<file path="src/rtl/spi_slave_core.sv">
// SPI responder core: modes 0-3, MSB first, one word per D_WIDTH SCLK cycles.
// SCLK, SS_N and MOSI are asynchronous pins oversampled in the clock domain.
// Received words go to the local bus; a CPU-loaded holding register feeds the reply.

module spi_slave_core #(
    parameter int D_WIDTH = 8
) (
    input  logic               clock,
    input  logic               reset_n,
    input  logic               cpol,
    input  logic               cpha,
    input  logic               sclk,
    input  logic               ss_n,
    input  logic               mosi,
    output logic               miso,
    output logic               miso_oe,
    input  logic [D_WIDTH-1:0] tx_data,
    input  logic               tx_load,
    output logic               tx_ready,
    output logic [D_WIDTH-1:0] rx_data,
    output logic               rx_valid,
    output logic               busy,
    output logic               underrun,
    output logic               frame_err
);

    localparam int CW = $clog2(D_WIDTH + 1);
    localparam logic [CW-1:0] LAST_BIT = CW'(D_WIDTH - 1);

    typedef enum logic {
        IDLE,
        ACTIVE
    } state_t;

    state_t state;

    logic sclk_meta, sclk_sync, sclk_prev;
    logic ss_meta, ss_sync, ss_prev;
    logic mosi_meta, mosi_sync;

    logic [D_WIDTH-1:0] holding;
    logic [D_WIDTH-1:0] shift_tx;
    logic [D_WIDTH-1:0] shift_rx;
    logic [D_WIDTH-1:0] load_word;
    logic [D_WIDTH-1:0] rx_next;
    logic [CW-1:0]      bit_count;
    logic               present_msb;

    logic lead_edge, trail_edge, sample_edge, shift_edge;
    logic ss_fall, word_done, load_shift;

    // Two-flop synchronisers for the pins plus a history flop for edge detection.
    // Resetting ss to 0 means a select held low through reset is not mistaken for a new frame.
    always_ff @(posedge clock or negedge reset_n) begin
        if (!reset_n) begin
            sclk_meta <= 1'b0;
            sclk_sync <= 1'b0;
            sclk_prev <= 1'b0;
            ss_meta   <= 1'b0;
            ss_sync   <= 1'b0;
            ss_prev   <= 1'b0;
            mosi_meta <= 1'b0;
            mosi_sync <= 1'b0;
        end else begin
            sclk_meta <= sclk;
            sclk_sync <= sclk_meta;
            sclk_prev <= sclk_sync;
            ss_meta   <= ss_n;
            ss_sync   <= ss_meta;
            ss_prev   <= ss_sync;
            mosi_meta <= mosi;
            mosi_sync <= mosi_meta;
        end
    end

    // Edge classification, word-complete detection and the word the shifter will load next.
    always_comb begin
        lead_edge   = (sclk_sync != sclk_prev) && (sclk_prev == cpol);
        trail_edge  = (sclk_sync != sclk_prev) && (sclk_sync == cpol);
        sample_edge = cpha ? trail_edge : lead_edge;
        shift_edge  = cpha ? lead_edge : trail_edge;
        ss_fall     = ss_prev && !ss_sync;
        word_done   = (state == ACTIVE) && !ss_sync && sample_edge && (bit_count == LAST_BIT);
        load_shift  = ((state == IDLE) && ss_fall) || word_done;
        load_word   = tx_ready ? '0 : holding;
        rx_next     = D_WIDTH'({shift_rx, mosi_sync});
    end

    // Holding register: a CPU write always wins over a same-cycle transfer into the shifter.
    always_ff @(posedge clock or negedge reset_n) begin
        if (!reset_n) begin
            holding  <= '0;
            tx_ready <= 1'b1;
            underrun <= 1'b0;
        end else begin
            underrun <= load_shift && tx_ready;
            if (tx_load) begin
                holding  <= tx_data;
                tx_ready <= 1'b0;
            end else if (load_shift) begin
                tx_ready <= 1'b1;
            end
        end
    end

    // Frame FSM: tracks select, samples MOSI, drives MISO and reports words and aborts.
    always_ff @(posedge clock or negedge reset_n) begin
        if (!reset_n) begin
            state       <= IDLE;
            miso        <= 1'b0;
            miso_oe     <= 1'b0;
            busy        <= 1'b0;
            rx_data     <= '0;
            rx_valid    <= 1'b0;
            frame_err   <= 1'b0;
            shift_tx    <= '0;
            shift_rx    <= '0;
            bit_count   <= '0;
            present_msb <= 1'b0;
        end else begin
            rx_valid  <= 1'b0;
            frame_err <= 1'b0;
            case (state)
                IDLE: begin
                    miso_oe <= 1'b0;
                    busy    <= 1'b0;
                    if (ss_fall) begin
                        shift_tx  <= load_word;
                        bit_count <= '0;
                        miso_oe   <= 1'b1;
                        busy      <= 1'b1;
                        state     <= ACTIVE;
                        if (!cpha) begin
                            miso        <= load_word[D_WIDTH-1];
                            present_msb <= 1'b0;
                        end else begin
                            miso        <= 1'b0;
                            present_msb <= 1'b1;
                        end
                    end
                end
                ACTIVE: begin
                    if (ss_sync) begin
                        state     <= IDLE;
                        miso_oe   <= 1'b0;
                        miso      <= 1'b0;
                        busy      <= 1'b0;
                        frame_err <= (bit_count != '0);
                        bit_count <= '0;
                    end else begin
                        if (sample_edge) begin
                            shift_rx <= rx_next;
                            if (bit_count == LAST_BIT) begin
                                rx_data     <= rx_next;
                                rx_valid    <= 1'b1;
                                bit_count   <= '0;
                                shift_tx    <= load_word;
                                present_msb <= 1'b1;
                            end else begin
                                bit_count <= bit_count + 1'b1;
                            end
                        end
                        if (shift_edge) begin
                            if (present_msb) begin
                                miso        <= shift_tx[D_WIDTH-1];
                                present_msb <= 1'b0;
                            end else begin
                                shift_tx <= shift_tx << 1;
                                miso     <= shift_tx[D_WIDTH-2];
                            end
                        end
                    end
                end
                default: state <= IDLE;
            endcase
        end
    end

endmodule

</file>
<file path="config.mk">
export PLATFORM = sky130hd
export DESIGN_NAME = spi_slave_core
export DESIGN_NICKNAME = d
export VERILOG_FILES = /design/src/rtl/spi_slave_core.sv
export SDC_FILE = /design/constraint.sdc
export NUM_CORES = 1
export LEC_CHECK = 0
export ABC_AREA = 1
export ABC_CLOCK_PERIOD_IN_PS = 1500
export CAP_MARGIN = 20
export CORE_MARGIN = 4
export CORE_UTILIZATION = 45
export CTS_CLUSTER_DIAMETER = 120
export DETAILED_ROUTE_END_ITERATION = 7
export PLACE_DENSITY = 0.69
export SLEW_MARGIN = 20
export SYNTH_ARGS = -nofsm -noshare
export SYNTH_HDL_FRONTEND = slang
export SYNTH_SLANG_ARGS = --single-unit
</file>
<file path="constraint.sdc">
create_clock -name clock -period 1.5 [get_ports clock]
set_input_delay 0.225 -clock clock [delete_from_list [all_inputs] [get_ports clock]]
set_output_delay 0.225 -clock clock [all_outputs]
set_load 0.03 [all_outputs]
</file>
Word level (Yosys, flattened, before mapping). Index checks and enable logic that the tools add are counted.

Bits in registers: 51. Bits of input ports: 16. Output and inout port bits: 15. Word-level logic and storage cells: 92.

Add/subtract/negate cells: 1. Eq/ne operators: 9. Muxes and demuxes: 42. Bitwise operators: 2. Reductions and logical operators: 17.

Operators with widths (number): $mux W8 (7); $mux W1 (25); $mux W4 (4); $pmux W8 S2 (1); $logic_and A1 B1 Y1 (8); $pmux W1 S2 (4); $pmux W4 S2 (1); $ne A3 B1 Y1 const B (2); $reduce_and A2 Y1 (3); $add A4 B1 Y4 const B (1); $eq A4 B3 Y1 const B (1); $ne A2 B2 Y1 const B (2); $reduce_and A4 Y1 (1); $reduce_bool A4 Y1 (1); $reduce_and A3 Y1 (1); $eq A1 B1 Y1 (2); $ne A2 B1 Y1 const B (1); $not A1 Y1 (2); $reduce_bool A2 Y1 (1); $logic_not A1 Y1 (1); $logic_or A1 B1 Y1 (1); $ne A1 B1 Y1 (1).

Logic depth before layout (Yosys ltp).
Depth in word-level cells: 8. Mapped depth: 11. Depth with buffers taken out: 11.

Least setup slack after synthesis. OpenSTA, ideal clock, no wires.

Path kind: reg-to-reg. Start point: reg tx_ready. End point: reg shift_tx[7]. Data arrival time: 1394 ps. Required time: 1383 ps. Path slack: -11 ps. Stages on the path, launching flop included: 9. Path buffers: 1. Clock period less this slack: 1511 ps. Cells stage by stage: dfstp_2 > clkbuf_1 > nor2_1 > nor2_1 > nand3_1 > nand3_1 > nor2_1 > nor2_1 > nor2_1.

Cells in the longest elaborated chain, start to end: 7. Elaborated cells on any way between the ends: 8.

RTL lines: start: declaration (RTL line 19) `output logic tx_ready,`; start signal: assignment (RTL line 93) `tx_ready <= 1'b1;`; start signal: assignment (RTL line 99) `tx_ready <= 1'b0;`; start signal: assignment (RTL line 101) `tx_ready <= 1'b1;`; $mux W8 * (RTL line 85) `load_word = tx_ready ? '0 : holding;`; $mux W8 (RTL line 153) `if (bit_count == LAST_BIT) begin`; $mux W8 (RTL line 151) `if (sample_edge) begin`; $mux W8 (RTL line 164) `if (present_msb) begin`; $mux W8 (RTL line 163) `if (shift_edge) begin`; $mux W8 (RTL line 143) `if (ss_sync) begin`; $pmux W8 S2 * (RTL line 123) `case (state)`; end signal: assignment (RTL line 128) `shift_tx <= load_word;`; end signal: assignment (RTL line 157) `shift_tx <= load_word;`; end signal: assignment (RTL line 168) `shift_tx <= shift_tx << 1;`; end: declaration (RTL line 42) `logic [D_WIDTH-1:0] shift_tx;`.

Every way passes the cells marked *; elsewhere a longest branch is shown, timed or not. The select of a mux whose other input is x is not followed. A chain may end at the register's enable or synchronous reset.

Worst setup path after layout.
Start point: reg sclk_sync. End point: reg shift_rx[4].

Cells in the longest elaborated chain, start to end: 4. Elaborated cells on any way between the ends: 6.

RTL lines: start: declaration (RTL line 37) `logic sclk_meta, sclk_sync, sclk_prev;`; start signal: assignment (RTL line 66) `sclk_sync <= sclk_meta;`; $ne A1 B1 Y1 / $eq A1 B1 Y1 (equally long branches) (RTL line 78, 79); $logic_and A1 B1 Y1, on equally long branches (RTL line 78, 79); $mux W1 * (RTL line 80) `sample_edge = cpha ? trail_edge : lead_edge;`; $reduce_and A3 Y1 (no source line) *; end signal: assignment (RTL line 152) `shift_rx <= rx_next;`; end: declaration (RTL line 43) `logic [D_WIDTH-1:0] shift_rx;`.

Every way passes the cells marked *; elsewhere a longest branch is shown, timed or not.

==> metrics.yaml <==
post-route-drc-count: 0
met2_usage_pct: 26.82
ys_top_cells_by_area: "dfrtp_1, nand2_1, inv_1, o21ai_0, nor2_1"
overall_track_demand_over_capacity_in_global_routing_pct: 17.23
placement.io_buffers: 30
latest_clock_arrival_within_the_worst_skew_pair_ps: 300
share_clk_of_total_power_pct: 25.2
hp-class: "primary input to flip-flop"
worst_clock_skew_ps: 7.294
synthDistinctLibCells: 33
fin_crit_sh_pct: 98.78
place_congestion: 0.8738
post_route_cells_drive_above_1_share_pct: 27.84
final_hold_vios: 0
yosysTopAreaCellShare_pct: 50.66
leakage_nw: 1.695
maxCapViolCount: 0
post_synth_inst_count: 295
post_synth_instance_area_um2: 2470
clockBufferDepth: 2
core.rowCount: 26
htree_levels: 2
timing.critical_path.slowest_stage_cell: "dfrtp_1"
p_switching_mw: 1.071
syn2layout_area_growth_pct: 34.60
timing.critical_path.cells: "inv_1, nand2_1, nand2_1, nand2_2, nand2_4, nand2_4, nor2_4, clkbuf_16, nand2_2, o21ai_1"
vias_in_the_first_global_route: 1936
drv_slew: 0
p_int_mw: 2.210
design.portCount: 31
ctsRootBufferMaster: "clkbuf_8"
avg_cell_area_syn_um2: 8.372
rsz0062_at_grt: "true"
grt.overflow.total: 0
most_used_routing_layer_in_global_routing: "met2"
drtAntennaViolNets: 0
ys_seq_area_share_pct: 51.72
reg2reg_setup_slack_ps: 20
p_per_area_nw_per_um2: 987.0
cts_sinks: 51
die_h_um: 82.09
vias: 2066
timing.slew.headroom_pct: 69.66
fin_tns_setup_ps: 0
ys_warn_count: 0
setup.worst_path.start_class: "flip-flop"
avgViaCountPerCell: 4.896
detailedRoute.firstPassIterationCount: 4
number_of_antenna_violations_at_the_first_check_in_global_routing: 0
worst_pin_slew_ps: 453.6
clkSlewWorstSetupHoldPaths_ps: 100
fmaxAchievable_mhz: 674.9
timing.critical_path.slowest_cell_delay_ps: 430
post-dp-hpwl_um: 3643
tritoncts.num_buffers: 5
floorplan.die_area_um2: 6738
grt_pass1_wl_um: 8949
crit_type: "flip-flop to flip-flop"
drt_iter0_markers: 176
data_arrival_time_at_the_worst_slack_endpoint_ps: 1720
wl_per_instance_um: 12.80
grt.met1_usage_pct: 24.88
antennaDiodeCount: 0
global_route.usage.met3_pct: 3.180
totalWireLength_um: 5402
critical_path.max_fanout: 5
outcome: "completed"
crit_required_ps: 1740
switching_share_pct: 32.65
final.min_clock_period_ps: 1482
core-area_um2: 5205
yosysTopAreaCell: "dfrtp_1"
cts_tree: "built"
p_seq_share_pct: 50.9
yosys_register_bits: 51
final_net_count: 369
initial_core_util_pct: 47.45
final_setup_violation_count: 0
grt_start_max_net_pins: 52
postSynthNetCount: 313
ir_worst_vdd_mv: 0.7937
totalPowerFinal_mw: 3.281
comb_power_share_pct: 23.9
die_width_um: 82.09
endpoint_kind: "flip-flop"
per-stage QoR:
stage | hold slack (ps) | std cells | area [um2] | utilization (%) | setup slack, ps
after detailed placement | 236.2 | 410 | 3024 | 58.10 | -250.1
after floorplan | -70.59 | 295 | 2471 | - | 28.95
after CTS | 350.7 | 419 | 3113 | 59.81 | 32.92
after global routing | 342.2 | 422 | 3324 | 63.87 | -94.55
final | 357.2 | 422 | 3324 | 63.87 | 18.23
after global placement | 234.3 | 410 | 3024 | 58.10 | -208.0
placed cells by master, fill, tap and decap left out, types with 2 or more instances in the layout:
cell type and count:
dfrtp_1 50, nand2_1 47, inv_1 44, nand2_2 21, nor2_1 20, o21ai_0 19, buf_4 18, clkdlybuf4s50_1 14
dlygate4sd2_1 14, nand4_1 13, nand3_1 11, o21ai_2 11, inv_2 7, nand2_4 6, a21oi_1 6, clkbuf_8 5
o21ai_1 4, nand3_2 4, buf_12 4, nor2_4 3, nand3_4 3, nor2_2 2, a21oi_2 2, clkbuf_16 2
buf_6 2
critical path, delay by kind of cell, from the launching register on:
family | cells | cell delay, ps
AOI/OAI and AO/OA | 1 | 60
buffers and inverters | 2 | 280
DFF | 1 | 430
and+or+nand+nor | 7 | 640
repair_timing:
item / CTS / global route
gates resized for setup: 14 / 56
endpoints found under the hold margin: 50 / 0
hold buffers: 1 / 0
pin swaps: 0 / 14
endpoints found under the setup margin: 14 / 24
setup buffers: 0 / 1
cloned: 0 / 2
layer usage:
| layer | vias to the layer above | routed length (um) |
|---|---|---|
| met5 | - | 0 |
| met4 | 0 | 27 |
| met3 | 2 | 182 |
| met2 | 35 | 2537 |
| met1 | 975 | 2654 |
| li1 | 1054 | - |
final cells by class:
cell class                      count  area (um2)
Fill cell                         470        1881
Sequential cell                    51        1277
Multi-Input combinational cell    185        1102
Timing Repair Buffer               56       565.5
Inverter                           52       195.2
Tap cell                           70       87.58
Clock buffer                        5       68.82
Clock inverter                      3       27.53
cells by family after synthesis:
kind of cell | synth area share [%]
AND/OR/NAND/NOR | 25.73
buffers and inverters | 9.574
flip-flops | 51.72
AO/OA/AOI/OAI | 11.55
adder cells (fa/ha/maj) | 1.013
multiplexers | 0.4053
synthesized netlist by cell type:
cell type	number
o21ai_2	6
mux2i_1	1
a21oi_1	8
o21bai_1	1
nand2_1	71
nand3_4	2
nand3_2	2
nand2_4	1
nor2_1	22
o21a_1	1
o21ai_1	2
nor2_4	3
a311oi_1	1
o21ai_0	26
nand4_1	13
o22ai_1	1
clkbuf_1	2
dfstp_2	1
buf_4	1
clkinv_1	1
dfrtp_1	50
a31oi_1	1
inv_2	4
and2_1	1
nand2_2	2
buf_6	1
ha_1	2
o21ai_4	1
nor4_1	1
buf_2	3
nor3_1	2
inv_1	47
nand3_1	14
state kept, by name, indices dropped and copies added (netlist names), 4 cells and up:
signal	flops
bit_count	4
holding	8
rx_data	8
shift_rx	7
shift_tx	8
path summary, 6_finish.rpt:
path                                      from  depth (start not counted)                       to
max in group asynchronous              reset_n                          3     tx_ready$_DFFE_PN1P_
hold reg to reg            sclk_meta$_DFF_PN0_                          0      sclk_sync$_DFF_PN0_
setup reg to reg           sclk_sync$_DFF_PN0_                         10  shift_rx[4]$_DFFE_PN0P_
setup / recovery           sclk_sync$_DFF_PN0_                         10  shift_rx[4]$_DFFE_PN0P_
hold / removal                            mosi                          1      mosi_meta$_DFF_PN0_
min in group asynchronous              reset_n                          3  shift_tx[4]$_DFFE_PN0P_
power by group through the flow:
stage / registers (mW) / logic, mW / clock network, mW
6_report: 1.67 / 0.783 / 0.827
5_1_grt: 1.69 / 0.882 / 0.921
4_1_cts: 1.65 / 0.690 / 0.857
3_5_place_dp: 1.68 / 0.693 / 0
3_3_place_gp: 1.68 / 0.678 / 0
2_1_floorplan: 1.68 / 0.428 / 0
(Power assumes the default switching activity.)
==> edit 1: new RTL, config.mk and constraints unchanged <==
Compare `bit_count` against `LAST_BIT` with >= in place of ==.
--- a/src/rtl/spi_slave_core.sv
+++ b/src/rtl/spi_slave_core.sv
@@ -150,7 +150,7 @@
                     end else begin
                         if (sample_edge) begin
                             shift_rx <= rx_next;
-                            if (bit_count == LAST_BIT) begin
+                            if (bit_count >= LAST_BIT) begin
                                 rx_data     <= rx_next;
                                 rx_valid    <= 1'b1;
                                 bit_count   <= '0;
Behaviour: same outputs for any inputs over 10 cycles, from zero or initial values and one cycle with reset_n low; that may be too few to reach the edited logic, so the function may still have changed.
==> edit 1 against the original RTL <==
Area after synthesis down 0.56%; power increased by 3.0%; sequential cell count is the same; critical path depth increased by 1; worst setup slack better by 0.019 ns; cell area fell by 4.7%; routed wire length fell by 9.4%; highest routed layer unchanged.
==> edit 1: results (changes against the original RTL) <==
<table>
<tr><th>Metric</th><th>Value</th></tr>
<tr><th colspan="2">Synth</th></tr>
<tr><td>Post-synthesis sequential area ratio</td><td>52.0% (+0.29 points)</td></tr>
<tr><td>Synth cell count leaders</td><td>78 x nand2_1, 50 x dfrtp_1, 46 x inv_1</td></tr>
<tr><td>Synthesized-area fraction occupied by ao, oa, aoi and oai cells</td><td>11.8% (+0.27 points)</td></tr>
<tr><td>Gate Count Post-Synth</td><td>300 (+1.7%)</td></tr>
<tr><td>Post-Syn Nets</td><td>318 (+1.6%)</td></tr>
<tr><td>Ranking of synthesized cells by area</td><td>dfrtp_1 51%, nand2_1 12%, inv_1 7.0%, o21ai_0 5.9%, nand3_1 5.1%</td></tr>
<tr><th colspan="2">Setup path</th></tr>
<tr><td>Critical Path Max Stage Delay</td><td>0.40 ns (-0.03 ns)</td></tr>
<tr><td>Cell depth of the worst flop-to-flop path</td><td>11 (+1)</td></tr>
<tr><td>R2R Path Start</td><td>bit_count[1]</td></tr>
<tr><td>Critical R2R Capture</td><td>shift_tx[5]</td></tr>
<tr><th colspan="2">Placement</th></tr>
<tr><td>Number of cells in the design after placement</td><td>405 (-1.2%)</td></tr>
<tr><td>Half-perimeter wire length after detailed placement</td><td>3350 um (-7.9%)</td></tr>
<tr><th colspan="2">Global routing</th></tr>
<tr><td>Number of global-route vias before repair</td><td>1872 (-3.3%)</td></tr>
<tr><th colspan="2">Power and ir drop</th></tr>
<tr><td>Max IR drop VDD</td><td>0.624 mV (-21%)</td></tr>
<tr><td>Pleak</td><td>1.65 nW (-2.9%)</td></tr>
<tr><th colspan="2">Cells and area</th></tr>
<tr><td>Number of filler cells placed in the layout</td><td>459 (-2.3%)</td></tr>
<tr><td>Nets@finish</td><td>362 (-1.9%)</td></tr>
<tr><td>Non-Filler Instances</td><td>415 (-1.7%)</td></tr>
<tr><th colspan="2">Hold path</th></tr>
<tr><td>Cell count of the worst hold path</td><td>0 (-1)</td></tr>
<tr><td>Worst min-delay path category</td><td>reg -&gt; reg</td></tr>
<tr><td>WHS Endpoint</td><td>mosi_sync</td></tr>
<tr><td>Hold Crit Start</td><td>mosi_meta</td></tr>
<tr><th colspan="2">Floorplanning</th></tr>
<tr><td>Die Area</td><td>6700 um^2 (-0.50%)</td></tr>
<tr><th colspan="2">Routing</th></tr>
<tr><td>Number of violations reported at the end of detailed-routing iteration 0</td><td>101 (-43%)</td></tr>
<tr><th colspan="2">Timing</th></tr>
<tr><td>Slew HR</td><td>70.5% (+0.82 points)</td></tr>
<tr><td>Max Clock Skew</td><td>0.00605 ns (-0.00124 ns)</td></tr>
<tr><th colspan="2">Outcome</th></tr>
<tr><td>Status</td><td>finished, final reports clean</td></tr>
</table>
## edit 1: per-layer routing
| layer | part of all wire (%) | vias to the layer above | global-route usage (%) |
|---|---|---|---|
| li1 | - | 1033 | - |
| met5 | 0 | - | 0 |
| met2 | 47 | 33 | 25.4 |
| met4 | 1.2 | 0 | 5.48 |
| met3 | 4.1 | 5 | 4.28 |
| met1 | 48 | 933 | 20.7 |
## edit 1: where the power goes
part	switching [W]	internal, W
sequential	0.000117	0.00155
clock	0.000456	0.000504
combinational	0.000455	0.000294
total	0.00103	0.00235
## edit 1: cells by family (layout without fill, tap and decap cells)
kind of cell / count (synthesis) / in the layout
compound gates: 52 / 52
fa+ha+maj: 2 / 2
buf+inv: 60 / 105
flops: 51 / 51
simple gates: 135 / 135
## edit 1: critical path, delay by kind of cell, from the launching register on
family          cells  cell delay (ns)
flops               1             0.40
simple gates        7             0.47
buf+inv             2             0.20
fa+ha+maj           1             0.19
compound gates      1             0.13
## edit 1: layout make-up
class,count,area share [%]
inverter,50,5.93
clock buffer,6,2.29
clock inverter,2,1.22
timing repair buffer,47,14.0
tap,70,2.77
multi-input combinational,189,33.4
sequential,51,40.4
## edit 1: what timing repair did
action / CTS / global route
setup buffers: 0 / 1
gates resized for setup: 18 / 46
endpoints found under the setup margin: 17 / 25
hold buffers: 1 / 0
endpoints found under the hold margin: 50 / 0
pin swaps: 0 / 14
## edit 1: how the worst max path moves through the flow
stage	startpoint	to	slack, ns	cells past startpoint
2_1_floorplan	tx_ready	shift_tx[4]	0.05	8
3_3_place_gp	cpol	rx_data[0]	-0.19	10
3_5_place_dp	cpol	rx_data[0]	-0.24	10
4_1_cts	bit_count[0]	shift_tx[2]	0.004	10
5_1_grt	sclk_prev	shift_tx[7]	-0.08	11
6_report	bit_count[1]	shift_tx[5]	0.04	11
## edit 1: stage by stage
step	power, W	instance area [um^2]	setup WS (ns)	hold WS [ns]
2_1_floorplan	0.00212	2460	0.0506	-0.0706
3_3_place_gp	0.00235	2900	-0.186	0.238
3_5_place_dp	0.00238	2900	-0.236	0.234
4_1_cts	0.00333	3010	0.00434	0.349
5_1_grt	0.00359	3170	-0.0803	0.340
6_report	0.00338	3170	0.0375	0.355
==> edit 2: new RTL, config.mk and constraints unchanged <==
Made on the original files. The parameter `D_WIDTH` goes from 8 to 16.
--- a/src/rtl/spi_slave_core.sv
+++ b/src/rtl/spi_slave_core.sv
@@ -3,7 +3,7 @@
 // Received words go to the local bus; a CPU-loaded holding register feeds the reply.
 
 module spi_slave_core #(
-    parameter int D_WIDTH = 8
+    parameter int D_WIDTH = 16
 ) (
     input  logic               clock,
     input  logic               reset_n,
Ports: changed (resized rx_data and tx_data); port bits go from 31 to 47. The function was not compared with the original's and may differ.
==> edit 2 against the original RTL <==
Core utilization increased by 0.73 points; the flow now finishes with violations (negative setup slack); worst setup slack got worse by 0.14 ns; sequential cell count increased by 33; largest power group unchanged; cell area increased by 79%; routed wire length increased by 100%; power increased by 84%; maximum frequency decreased by 8.8%; area after synthesis increased by 72%; largest cell class unchanged; count of clock-buffer cells in the layout increased by 4.
==> edit 2: results (changes against the original RTL) <==
<table>
<tr><th>Metric</th><th>Value</th></tr>
<tr><th colspan="2">Outcome</th></tr>
<tr><td>Status</td><td>finished with violations</td></tr>
<tr><td>Violated checks</td><td>negative setup slack</td></tr>
<tr><th colspan="2">Global routing</th></tr>
<tr><td>Global-route wire length before repair</td><td>17100 um (+91%)</td></tr>
<tr><td>Number of global-route vias before repair</td><td>3760 (+94%)</td></tr>
<tr><td>Largest net degree at the start of global routing</td><td>40 (-23%)</td></tr>
<tr><td>Overall routing resource usage</td><td>19.0% (+1.8 points)</td></tr>
<tr><th colspan="2">Placement</th></tr>
<tr><td>Final estimated routing congestion in global placement</td><td>0.880 (+0.73%)</td></tr>
<tr><td>Half-perimeter wire length after detailed placement</td><td>7000 um (+92%)</td></tr>
<tr><td>Cell Area, Placed</td><td>5050 um^2 (+67%)</td></tr>
<tr><th colspan="2">Routing</th></tr>
<tr><td>Average wire length per cell after detail routing</td><td>15.1 um (+18%)</td></tr>
<tr><td>Number of violations reported at the end of detailed-routing iteration 0</td><td>189 (+7.4%)</td></tr>
<tr><th colspan="2">Power and ir drop</th></tr>
<tr><td>Sequential Power</td><td>0.00284 W (+70%)</td></tr>
<tr><td>Max IR drop VDD</td><td>0.532 mV (-33%)</td></tr>
<tr><td>Flop pwr share</td><td>47.1% (-3.8 points)</td></tr>
<tr><td>Pleak</td><td>2.99 nW (+76%)</td></tr>
<tr><th colspan="2">Timing</th></tr>
<tr><td>Post-route worst setup slack</td><td>-0.126 ns (-0.144 ns)</td></tr>
<tr><td>Final-layout worst hold slack</td><td>0.292 ns (-0.0649 ns)</td></tr>
<tr><td>Final setup violation count</td><td>27 (+27)</td></tr>
<tr><td>Max Clock Skew</td><td>0.0144 ns (+0.00712 ns)</td></tr>
<tr><td>Total negative slack</td><td>-1.10 ns (-1.10 ns)</td></tr>
<tr><th colspan="2">Clock network</th></tr>
<tr><td>Clock buffer count from CTS</td><td>9 (+4)</td></tr>
<tr><td>Worst-skew pair later-pin latency</td><td>0.38 ns (+0.08 ns)</td></tr>
<tr><th colspan="2">Synth</th></tr>
<tr><td>Synth cell count leaders</td><td>126 x nand2_1, 83 x dfrtp_1, 77 x inv_1</td></tr>
<tr><td>Ranking of synthesized cells by area</td><td>dfrtp_1 49%, nand2_1 11%, inv_1 6.8%, o21ai_0 5.0%, nor2_1 3.5%</td></tr>
<tr><td>Synthesized-area fraction occupied by ao, oa, aoi and oai cells</td><td>12.7% (+1.1 points)</td></tr>
<tr><td>Fraction of the mapped netlist area in adder cells</td><td>0.589% (-0.42 points)</td></tr>
<tr><td>Multiplexer fraction of the synthesized cell area</td><td>0% (-0.41 points)</td></tr>
<tr><th colspan="2">Setup path</th></tr>
<tr><td>Peak fanout along the critical path</td><td>7 (+2)</td></tr>
<tr><td>Beginning of the critical path</td><td>bit_count[0]</td></tr>
<tr><th colspan="2">Cells and area</th></tr>
<tr><td>Share of layout cells above drive strength 1</td><td>33.1% (+5.2 points)</td></tr>
<tr><th colspan="2">Hold path</th></tr>
<tr><td>Hold Crit Start</td><td>ss_n</td></tr>
</table>
==> edit 2: cell types whose count changed after synthesis, sizes merged, moves of 2 or more <==
cell / delta
a21oi: +8
buf: +14
clkbuf: +5
clkinv: +2
dfrtp: +33
inv: +33
nand2: +58
nand3: +13
nand4: +10
nor2: +19
o21ai: +38
==> edit 2: metal layers <==
metal	part of all wire, %	global-route usage (%)
met1	41	22.7
met2	52	33.4
met3	4.5	3.89
met4	2.7	7.69
met5	0	0
==> edit 2: repair_timing <==
action                                 4_1_cts  5_1_grt
setup endpoints to repair                   55       54
setup buffers                                3        8
resized for setup                           38      124
pin swaps                                    2       22
hold buffers                                 1        0
cloned                                       0        6
endpoints found under the hold margin       27        0
==> edit 2: cell type report <==
class                           instances  area (um^2)
Clock inverter                          7         76.3
Timing Repair Buffer                   99         1110
Clock buffer                            9          124
Inverter                               87          329
Fill cell                             763         3260
Tap cell                              111          139
Sequential cell                        84         2100
Multi-Input combinational cell        328         2060
